## src/rtl/multdiv_pkg.sv

```systemverilog
`default_nettype none
// ============================================================================
// Module      : multdiv_pkg
// Description : Shared widths, iteration count, FSM state encodings and a
//               magnitude helper for the sequential divider.
//               Optional feature macro: DIV_SIGNED_EN (signed operation).
// Revision    : 1.0 - initial release
// ============================================================================
package multdiv_pkg;

  localparam int DIV_WIDTH = 32;
  localparam int DIV_ITERS = 32;
  localparam int CNT_W     = 6;
  localparam int ST_W      = 2;

  // Counter value during the final restoring iteration.
  localparam logic [CNT_W-1:0] LAST_ITER = CNT_W'(DIV_ITERS - 1);

  // FSM state encodings.
  localparam logic [ST_W-1:0] ST_IDLE = 2'd0;
  localparam logic [ST_W-1:0] ST_RUN  = 2'd1;
  localparam logic [ST_W-1:0] ST_FIX  = 2'd2;
  localparam logic [ST_W-1:0] ST_DONE = 2'd3;

  // Two's complement magnitude; 0x80000000 maps to itself, which is the
  // correct unsigned magnitude for the most negative value.
  function automatic logic [DIV_WIDTH-1:0] abs_val(input logic [DIV_WIDTH-1:0] v);
    return v[DIV_WIDTH-1] ? (~v + 1'b1) : v;
  endfunction

endpackage
`default_nettype wire

```

## src/rtl/cla_sub33.sv

```systemverilog
`default_nettype none
// ============================================================================
// Module      : cla_sub33
// Description : 33-bit subtractor A + ~B + 1 built from 8-bit carry-lookahead
//               groups with a group-level lookahead carry chain. borrow_o is
//               high when A < B (unsigned).
// Revision    : 1.0 - initial release
// ============================================================================
module cla_sub33 (
  input  logic [32:0] a_i,
  input  logic [32:0] b_i,
  output logic [32:0] diff_o,
  output logic        borrow_o
);

  localparam int W  = 33;
  localparam int GW = 8;
  localparam int NG = (W + GW - 1) / GW;

  logic [NG-1:0] grp_g;
  logic [NG-1:0] grp_p;
  logic [NG:0]   grp_c;

  for (genvar k = 0; k < NG; k++) begin : g_grp
    localparam int LO = k * GW;
    localparam int N  = ((W - LO) < GW) ? (W - LO) : GW;

    logic [N-1:0] bit_g;
    logic [N-1:0] bit_p;
    logic [N-1:0] bit_c;
    logic         gen_acc;
    logic         car_acc;

    assign bit_g = a_i[LO +: N] & ~b_i[LO +: N];
    assign bit_p = a_i[LO +: N] ^ ~b_i[LO +: N];

    // Group generate (carry-out with zero carry-in) and group propagate.
    always_comb begin
      gen_acc = 1'b0;
      for (int i = 0; i < N; i++) begin
        gen_acc = bit_g[i] | (bit_p[i] & gen_acc);
      end
    end
    assign grp_g[k] = gen_acc;
    assign grp_p[k] = &bit_p;

    // In-group carries seeded by the lookahead carry into this group.
    always_comb begin
      bit_c   = '0;
      car_acc = grp_c[k];
      for (int i = 0; i < N; i++) begin
        bit_c[i] = car_acc;
        car_acc  = bit_g[i] | (bit_p[i] & car_acc);
      end
    end

    assign diff_o[LO +: N] = bit_p ^ bit_c;
  end

  // Group-level lookahead; carry-in of 1 completes the two's complement of B.
  always_comb begin
    grp_c[0] = 1'b1;
    for (int k = 0; k < NG; k++) begin
      grp_c[k+1] = grp_g[k] | (grp_p[k] & grp_c[k]);
    end
  end

  assign borrow_o = ~grp_c[NG];

endmodule
`default_nettype wire

```

## src/rtl/seq_divider.sv

```systemverilog
`default_nettype none
// ============================================================================
// Module      : seq_divider
// Description : 32-bit sequential restoring divider, one quotient bit per
//               cycle. Divide-by-zero returns all-ones quotient and the
//               dividend as remainder with div_by_zero set.
//               Optional feature macro: DIV_SIGNED_EN adds two's complement
//               operation with a FIX state that applies result signs.
// Revision    : 1.0 - initial release
// ============================================================================
module seq_divider
  import multdiv_pkg::*;
(
  input  logic                 clock,
  input  logic                 reset_n,
  input  logic                 start,
  input  logic [DIV_WIDTH-1:0] dividend,
  input  logic [DIV_WIDTH-1:0] divisor,
  output logic [DIV_WIDTH-1:0] quotient,
  output logic [DIV_WIDTH-1:0] remainder,
  output logic                 busy,
  output logic                 ready,
  output logic                 div_by_zero
);

  logic [ST_W-1:0]      state_q, state_d;
  logic [CNT_W-1:0]     cnt_q, cnt_d;
  logic [DIV_WIDTH-1:0] dvd_q, dvd_d;   // dividend bits out, quotient bits in
  logic [DIV_WIDTH-1:0] dvs_q, dvs_d;
  logic [DIV_WIDTH-1:0] rem_q, rem_d;   // partial remainder
  logic [DIV_WIDTH-1:0] quo_q, quo_d;
  logic [DIV_WIDTH-1:0] rmd_q, rmd_d;
  logic                 busy_q, busy_d;
  logic                 ready_q, ready_d;
  logic                 dbz_q, dbz_d;
`ifdef DIV_SIGNED_EN
  logic                 negq_q, negq_d;
  logic                 negr_q, negr_d;
`endif

  logic [DIV_WIDTH:0]   sub_a;
  logic [DIV_WIDTH:0]   sub_b;
  logic [DIV_WIDTH:0]   sub_diff;
  logic                 sub_borrow;
  logic [DIV_WIDTH-1:0] rem_step;
  logic [DIV_WIDTH-1:0] dvd_step;

  // Shifted partial remainder {rem, next dividend bit} minus the divisor.
  assign sub_a = {rem_q, dvd_q[DIV_WIDTH-1]};
  assign sub_b = {1'b0, dvs_q};

  cla_sub33 u_sub (
    .a_i      (sub_a),
    .b_i      (sub_b),
    .diff_o   (sub_diff),
    .borrow_o (sub_borrow)
  );

  // Restore when the 33-bit difference is negative; quotient bit is ~borrow.
  assign rem_step = sub_diff[DIV_WIDTH] ? sub_a[DIV_WIDTH-1:0] : sub_diff[DIV_WIDTH-1:0];
  assign dvd_step = {dvd_q[DIV_WIDTH-2:0], ~sub_borrow};

  // Next-state and datapath update logic.
  always_comb begin
    state_d = state_q;
    cnt_d   = cnt_q;
    dvd_d   = dvd_q;
    dvs_d   = dvs_q;
    rem_d   = rem_q;
    quo_d   = quo_q;
    rmd_d   = rmd_q;
    dbz_d   = dbz_q;
`ifdef DIV_SIGNED_EN
    negq_d  = negq_q;
    negr_d  = negr_q;
`endif
    case (state_q)
      ST_IDLE: begin
        if (start) begin
          if (divisor == '0) begin
            state_d = ST_DONE;
            quo_d   = '1;
            rmd_d   = dividend;
            dbz_d   = 1'b1;
          end else begin
            state_d = ST_RUN;
            cnt_d   = '0;
            rem_d   = '0;
            dbz_d   = 1'b0;
`ifdef DIV_SIGNED_EN
            dvd_d   = abs_val(dividend);
            dvs_d   = abs_val(divisor);
            negq_d  = dividend[DIV_WIDTH-1] ^ divisor[DIV_WIDTH-1];
            negr_d  = dividend[DIV_WIDTH-1];
`else
            dvd_d   = dividend;
            dvs_d   = divisor;
`endif
          end
        end
      end
      ST_RUN: begin
        dvd_d = dvd_step;
        rem_d = rem_step;
        if (cnt_q == LAST_ITER) begin
`ifdef DIV_SIGNED_EN
          state_d = ST_FIX;
`else
          state_d = ST_DONE;
          quo_d   = dvd_step;
          rmd_d   = rem_step;
`endif
        end else begin
          cnt_d = cnt_q + CNT_W'(1);
        end
      end
`ifdef DIV_SIGNED_EN
      ST_FIX: begin
        state_d = ST_DONE;
        quo_d   = negq_q ? (~dvd_q + 1'b1) : dvd_q;
        rmd_d   = negr_q ? (~rem_q + 1'b1) : rem_q;
      end
`endif
      ST_DONE: begin
        state_d = ST_IDLE;
      end
      default: begin
        state_d = ST_IDLE;
      end
    endcase

    busy_d  = (state_d == ST_RUN) || (state_d == ST_FIX);
    ready_d = (state_d == ST_DONE);
  end

  // State and output registers with asynchronous active-low reset.
  always_ff @(posedge clock or negedge reset_n) begin
    if (!reset_n) begin
      state_q <= ST_IDLE;
      cnt_q   <= '0;
      dvd_q   <= '0;
      dvs_q   <= '0;
      rem_q   <= '0;
      quo_q   <= '0;
      rmd_q   <= '0;
      busy_q  <= 1'b0;
      ready_q <= 1'b0;
      dbz_q   <= 1'b0;
`ifdef DIV_SIGNED_EN
      negq_q  <= 1'b0;
      negr_q  <= 1'b0;
`endif
    end else begin
      state_q <= state_d;
      cnt_q   <= cnt_d;
      dvd_q   <= dvd_d;
      dvs_q   <= dvs_d;
      rem_q   <= rem_d;
      quo_q   <= quo_d;
      rmd_q   <= rmd_d;
      busy_q  <= busy_d;
      ready_q <= ready_d;
      dbz_q   <= dbz_d;
`ifdef DIV_SIGNED_EN
      negq_q  <= negq_d;
      negr_q  <= negr_d;
`endif
    end
  end

  assign quotient    = quo_q;
  assign remainder   = rmd_q;
  assign busy        = busy_q;
  assign ready       = ready_q;
  assign div_by_zero = dbz_q;

endmodule
`default_nettype wire

```

## config.mk

```make
export PLATFORM = sky130hd
export DESIGN_NAME = seq_divider
export DESIGN_NICKNAME = d
export VERILOG_FILES = /design/src/rtl/multdiv_pkg.sv /design/src/rtl/cla_sub33.sv /design/src/rtl/seq_divider.sv
export SDC_FILE = /design/constraint.sdc
export NUM_CORES = 1
export LEC_CHECK = 0
export ABC_CLOCK_PERIOD_IN_PS = 13900
export CAP_MARGIN = 10
export CORE_MARGIN = 3
export CORE_UTILIZATION = 59
export CTS_CLUSTER_SIZE = 12
export DETAILED_ROUTE_END_ITERATION = 8
export HOLD_SLACK_MARGIN = 0.06
export PLACE_DENSITY = 0.86
export SETUP_SLACK_MARGIN = 0.3
export SLEW_MARGIN = 40
export SYNTH_ARGS = -nofsm -noshare
export SYNTH_HDL_FRONTEND = slang
export SYNTH_SLANG_ARGS = --single-unit
```

## constraint.sdc

```tcl
create_clock -name clock -period 13.9 [get_ports clock]
set_clock_uncertainty 0.1 [all_clocks]
set_input_delay 1.39 -clock clock [delete_from_list [all_inputs] [get_ports clock]]
set_output_delay 1.39 -clock clock [all_outputs]
set_load 0.005 [all_outputs]
```

======== Word-level counts from Yosys, hierarchy flattened ========
Index checks and enable logic that the tools add are counted.
storage, ports and cells
  register bits ........................... 171
  bits in latches ......................... 0
  RAM bits ................................ 0
  bits in read-only memories .............. 0
  input port bits ......................... 67
  output and inout port bits .............. 67
  word-level logic and storage cells ...... 197
  memories ................................ 0
operators by class
  $add $sub $neg .......................... 1
  $mul .................................... 0
  divide/modulo/power cells ............... 0
  order comparisons ....................... 0
  equality and inequality tests ........... 10
  shift operators ......................... 0
  multiplexer cells ....................... 24
  bitwise gates (word level) .............. 139
  reductions and logical operators ........ 13
operators with widths
  kind                                                                   count
  32-bit 2-to-1 mux                                                      11
  32-bit one-hot mux with 2 select lines                                 4
  8-bit XOR                                                              8
  1-bit bitwise OR                                                       61
  1-bit AND                                                              59
  8-bit AND                                                              4
  32-bit logical NOT                                                     1
  8-bit inverter                                                         4
  8-bit AND reduction                                                    4
  6-bit 2-to-1 mux                                                       3
  6-bit one-hot mux with 2 select lines                                  1
  2-bit inequality test, second input constant                           5
  4-bit AND reduction                                                    2
  6-bit by 1-bit adder with 6-bit output, second input constant          1
  6-bit by 5-bit equality test with 1-bit output, second input constant  1
  2-bit 2-to-1 mux                                                       3
  3-bit AND reduction                                                    2
  2-bit by 1-bit equality test with 1-bit output, second input constant  2
  2-bit equality test, second input constant                             2
  2-bit one-hot mux with 2 select lines                                  1
  2-bit logical NOT                                                      1
  1-bit inverter                                                         2
  2-bit AND reduction                                                    1
  2-bit nonzero test                                                     1
  other kinds (3)                                                        3

======== Depth between registers and ports, before layout ========
  depth in word-level cells ............... 39
  gate-level depth with buffers ........... 19
  gate-level depth less buffers ........... 19

======== Cells and area by module ========
A second synthesis with hierarchy kept.
second synthesis, totals
  cells, all modules ...................... 730
  area, all modules ....................... 8730.9 µm²
modules (own cells, without submodules)
  module       times used  cells each  area each (µm²)  sequential area each (µm²)
  seq_divider  1           528         7078.0           4279.1
  cla_sub33    1           202         1652.8           0.0

======== Worst setup path before layout ========
OpenSTA, ideal clock, no wires.
  path type ............................... register to register
  start ................................... reg rem_q[12]
  end ..................................... reg rmd_q[30] (netlist: remainder[30])
  setup time .............................. 0.065 ns
  arrival time ............................ 4.666 ns
  required time ........................... 13.735 ns
  slack ................................... 9.068 ns
  stages on the path, launching flop included .. 18
  path buffers ............................ 0
  clock period less this slack ............ 4.832 ns
  path through ............................ dfrtp_1 -> ha_1 -> a211oi_1 -> o21ai_0 -> a221oi_1 -> o21ai_0 -> a21bo_2 -> fa_1 -> fa_1 -> fa_1 -> fa_1 -> fa_1 -> inv_1 -> fa_1 -> fa_1 -> mux2_2 -> a21oi_1 -> mux2_1
between the ends
  word-level cells in the longest chain between the ends .. 26
  elaborated cells between the ends (all ways) .. 32
  classes of those cells .................. mux: 3; bitwise: 28; reduce/logical: 1
RTL lines
  item                                        RTL line            text
  from (decl)                                 seq_divider.sv:30   logic [DIV_WIDTH-1:0] rem_q, rem_d;
  from (signal assigned)                      seq_divider.sv:158  rem_q <= rem_d;
  8-bit XOR                                   cla_sub33.sv:35     assign bit_p = a_i[LO +: N] ^ ~b_i[LO +: N];
  1-bit AND                                   cla_sub33.sv:41     gen_acc = bit_g[i] | (bit_p[i] & gen_acc);
  1-bit bitwise OR                            cla_sub33.sv:41
  1-bit AND                                   cla_sub33.sv:41
  1-bit bitwise OR                            cla_sub33.sv:41
  1-bit AND                                   cla_sub33.sv:41
  1-bit bitwise OR                            cla_sub33.sv:41
  1-bit bitwise OR (*)                        cla_sub33.sv:64     grp_c[k+1] = grp_g[k] | (grp_p[k] & grp_c[k]);
  [10 not listed]                             n/a
  1-bit AND                                   cla_sub33.sv:53     car_acc = bit_g[i] | (bit_p[i] & car_acc);
  1-bit bitwise OR                            cla_sub33.sv:53
  1-bit AND                                   cla_sub33.sv:53
  1-bit bitwise OR                            cla_sub33.sv:53
  8-bit XOR                                   cla_sub33.sv:57     assign diff_o[LO +: N] = bit_p ^ bit_c;
  32-bit 2-to-1 mux (*)                       seq_divider.sv:60   assign rem_step = sub_diff[DIV_WIDTH] ? sub_a[DIV_WIDTH-1:0] : sub_diff[DIV_WIDTH-1:0];
  32-bit 2-to-1 mux (*)                       seq_divider.sv:105  if (cnt_q == LAST_ITER) begin
  32-bit one-hot mux with 2 select lines (*)  seq_divider.sv:77   case (state_q)
  to (signal assigned)                        seq_divider.sv:160  rmd_q <= rmd_d;
  to (decl)                                   seq_divider.sv:32   logic [DIV_WIDTH-1:0] rmd_q, rmd_d;
Mark *: on every way between the ends. The rest lies on a longest branch, timed or not. The select of a mux whose other input is x is not followed.
A chain may end at the register's enable or synchronous reset.

======== Final worst setup path ========
Same ends and word-level chain as after synthesis.

==> results.py <==
metrics = {
    "worst_setup_path": {
        "worstPathMaxFanout": 4,
        "max_stage_delay_ps": 430,
        "crit_family": "adder cells",
        "crit_arrival_ps": 5670,
        "critPathKind": "register to register",
        "slowest_stage": "fa_1",
        "crit_buf_inv": 1,
        "critPathLaunchType": "register",
        "path_cells": "ha_1 > a211oi_1 > o21ai_0 > a221oi_1 > o21ai_0 > a21bo_2 > fa_1 > fa_1 > fa_1 > fa_1 > fa_1 > inv_1 > fa_1 > fa_1 > mux2_2 > a21oi_1 > mux2_1",
        "end_kind": "register",
        "cp.required_ps": 14170,
        "cpMostUsedCell": "fa_1",
    },
    "floorplanning": {
        "design.die.area_mm2": 0.0163,
        "rows": 43,
        "start_util_pct": 61.7,
        "boundaryPins": 134,
        "fp.dieW_um": 128,
        "die_h_um": 128,
        "coreArea_mm2": 0.0142,
    },
    "synthesis": {
        "ys_top_cells_by_area": "dfrtp_1, fa_1, ha_1, o21ai_0, nand2_1",
        "syn_inst": 852,
        "ys.flop_type": "dfrtp_1",
        "synth-compound-area-share_pct": 14.5,
        "yosys.area_share.simple_pct": 12.2,
        "synth_top_cell_by_area": "dfrtp_1",
        "synth_top_family_by_area": "compound AO/OA/AOI/OAI gates",
        "syn_avg_cell_area_um2": 10.3,
        "ys_seq_area_share_pct": 48.9,
        "synthAdderAreaFrac_pct": 11.3,
        "synthXorXnorAreaFrac_pct": 0.600,
        "syn_nets": 982,
        "synth_edf_count": 0,
        "synth.distinct_cells": 47,
        "netlist.area_leader.share_pct": 48.9,
        "netlist_area_mm2": 0.00876,
        "async_flop_share_pct": 100,
        "synthMuxAreaShare_pct": 7.66,
        "yosys_register_bits": 171,
        "yosysWarningCount": 0,
    },
    "placed_design": {
        "port_buffers": 133,
        "placed_area_mm2": 0.0102,
        "gp_congestion": 0.872,
        "hpwlAfterDp_um": 15100,
    },
    "final_layout": {
        "antenna_cells": 0,
        "final_cell_mix": "dfrtp_1, clkdlybuf4s50_1, nand2_1, o21ai_0, nor2_1",
        "design_area_mm2": 0.0108,
        "layout.nets": 1090,
        "syn2layout_area_growth_pct": 23.3,
        "num-fill-cells": 947,
        "layout_commonest_cell": "dfrtp_1",
        "register_area_mm2": 0.00428,
        "drive_gt1_share_pct": 7.41,
        "utilization_pct": 76.0,
        "multi_input_area_mm2": 0.00408,
    },
    "routing": {
        "post_drt_wl_per_cell_um": 19.4,
        "drtAntennaViolNets": 0,
        "drt_pass1_iterations": 6,
        "wl_um": 22300,
        "drtIter0Drc": 595,
        "vias": 6978,
        "drc": 0,
        "viasPerCell": 6.06,
    },
    "power_and_ir_drop": {
        "power_density_mw_per_mm2": 283,
        "total_power_mw": 3.06,
        "leakagePower_nw": 4.66,
        "peakVddDrop_mv": 0.209,
    },
    "cts": {
        "cts_sinks": 171,
        "root_buffer": "clkbuf_16",
        "cts-hold-fix-buffers": 0,
        "post_cts_buffers": 0,
        "cts.path.max_buffers": 2,
        "cts_htree_levels": 4,
        "cts_buffers": 17,
        "cts_tree": "done",
        "path_clk_slew_ps": 60,
        "postCtsResizedCells": 0,
        "insertion_delay_ps": 430,
    },
    "timing": {
        "hold_viol": 0,
        "holdWs_ps": 392,
        "final_max_slew_viol_count": 0,
        "fin_crit_ps": 5400,
        "setup_viol": 0,
        "post-route-period-util_pct": 38.9,
        "relSlewSlack_pct": 44.9,
        "grt_setup_unrepaired": "false",
        "max_freq_ghz": 0.185,
        "tns_ps": 0,
        "tightest_slew_ps": 826,
    },
    "global_route": {
        "use_met2_pct": 49.6,
        "grt_start_max_net_pins": 89,
        "antenna_found_initial": 0,
        "grt.busiest_layer": "met2",
        "grtUsageMet3_pct": 7.29,
        "overflow": 0,
        "grt.total_usage_pct": 28.5,
        "grt_pass1_wl_um": 36600,
        "grt_pass1_vias": 7353,
        "grt.met1_usage_pct": 33.9,
    },
    "job": {
        "drv_cap": 0,
    },
    "min_path": {
        "hold_path_class": "register to register",
    },
    "outcome": {
        "status": "finished, final reports clean",
    },
}
## sequential cells by signal, summed over array words and instances (netlist names)
register / count
busy: 1
state_q: 2
rem_q: 32
cnt_q: 6
dvd_q: 32
ready: 1
div_by_zero: 1
dvs_q: 32
remainder: 32
quotient: 32
## layer usage
metal | vias up | share of wire, %
li1 | 3177 | -
met1 | 3470 | 39
met2 | 264 | 51
met3 | 67 | 6.9
met4 | 0 | 3.8
met5 | - | 0
## area by class of cell
| class | instances | area share (%) |
|---|---|---|
| Clock buffer | 20 | 4.14 |
| Clock inverter | 11 | 1.36 |
| Inverter | 45 | 1.56 |
| Multi-Input combinational cell | 583 | 37.8 |
| Sequential cell | 171 | 39.6 |
| Tap cell | 180 | 2.09 |
| Timing Repair Buffer | 142 | 13.4 |
## where the power goes
group / internal [mW] / switching [mW]
Clock: 0.286 / 0.198
Combinational: 0.778 / 0.862
Sequential: 0.754 / 0.182
## worst register-to-register path, delay by kind of cell, from the launching register on
kind / cells / cell delay (ps)
AO/OA/AOI/OAI: 6 / 1430
multiplexers: 2 / 450
buffers and inverters: 1 / 80
flip-flops: 1 / 420
adder cells (fa/ha/maj): 8 / 2850
## path summary, 6_finish.rpt
| path | from | to | slack [ps] | cells after the start |
|---|---|---|---|---|
| max | rem_q[12] | remainder[30] | 8500 | 17 |
| min | remainder[22] | remainder[22] | 390 | 1 |
| max reg2reg | rem_q[12] | remainder[30] | 8500 | 17 |
| min reg2reg | remainder[22] | remainder[22] | 390 | 1 |
| max in group asynchronous | reset_n | state_q[0] | 11550 | 2 |
| min in group asynchronous | reset_n | dvs_q[9] | 910 | 1 |
## per-stage QoR
stage	cells	setup WS (ps)
final	1152	8500
after global placement	1118	8740
after floorplan	852	9070
after CTS	1151	8520
after detailed placement	1120	8500
after global routing	1152	8220
## cells in the mapped netlist, types with 6 or more instances
library cell and count:
inv_1 45, mux2_2 17, dfrtp_1 171, buf_2 15, ha_1 36, a31oi_1 31, mux2i_1 31, mux2_1 15
nor4_1 6, nand4_1 9, nand2_1 104, nand3_1 30, fa_1 27, a21oi_1 37, nor2_1 77, o22a_1 31
o21ai_0 81, clkbuf_1 28, nor3_1 6
## cell families after synthesis
family                   Yosys count
AO/OA/AOI/OAI                    205
XOR/XNOR                           6
adder cells (fa/ha/maj)           63
buffers and inverters             98
flip-flops                       171
multiplexers                      63
AND/OR/NAND/NOR                  246
Note: power is estimated with default switching activity, not from simulation.
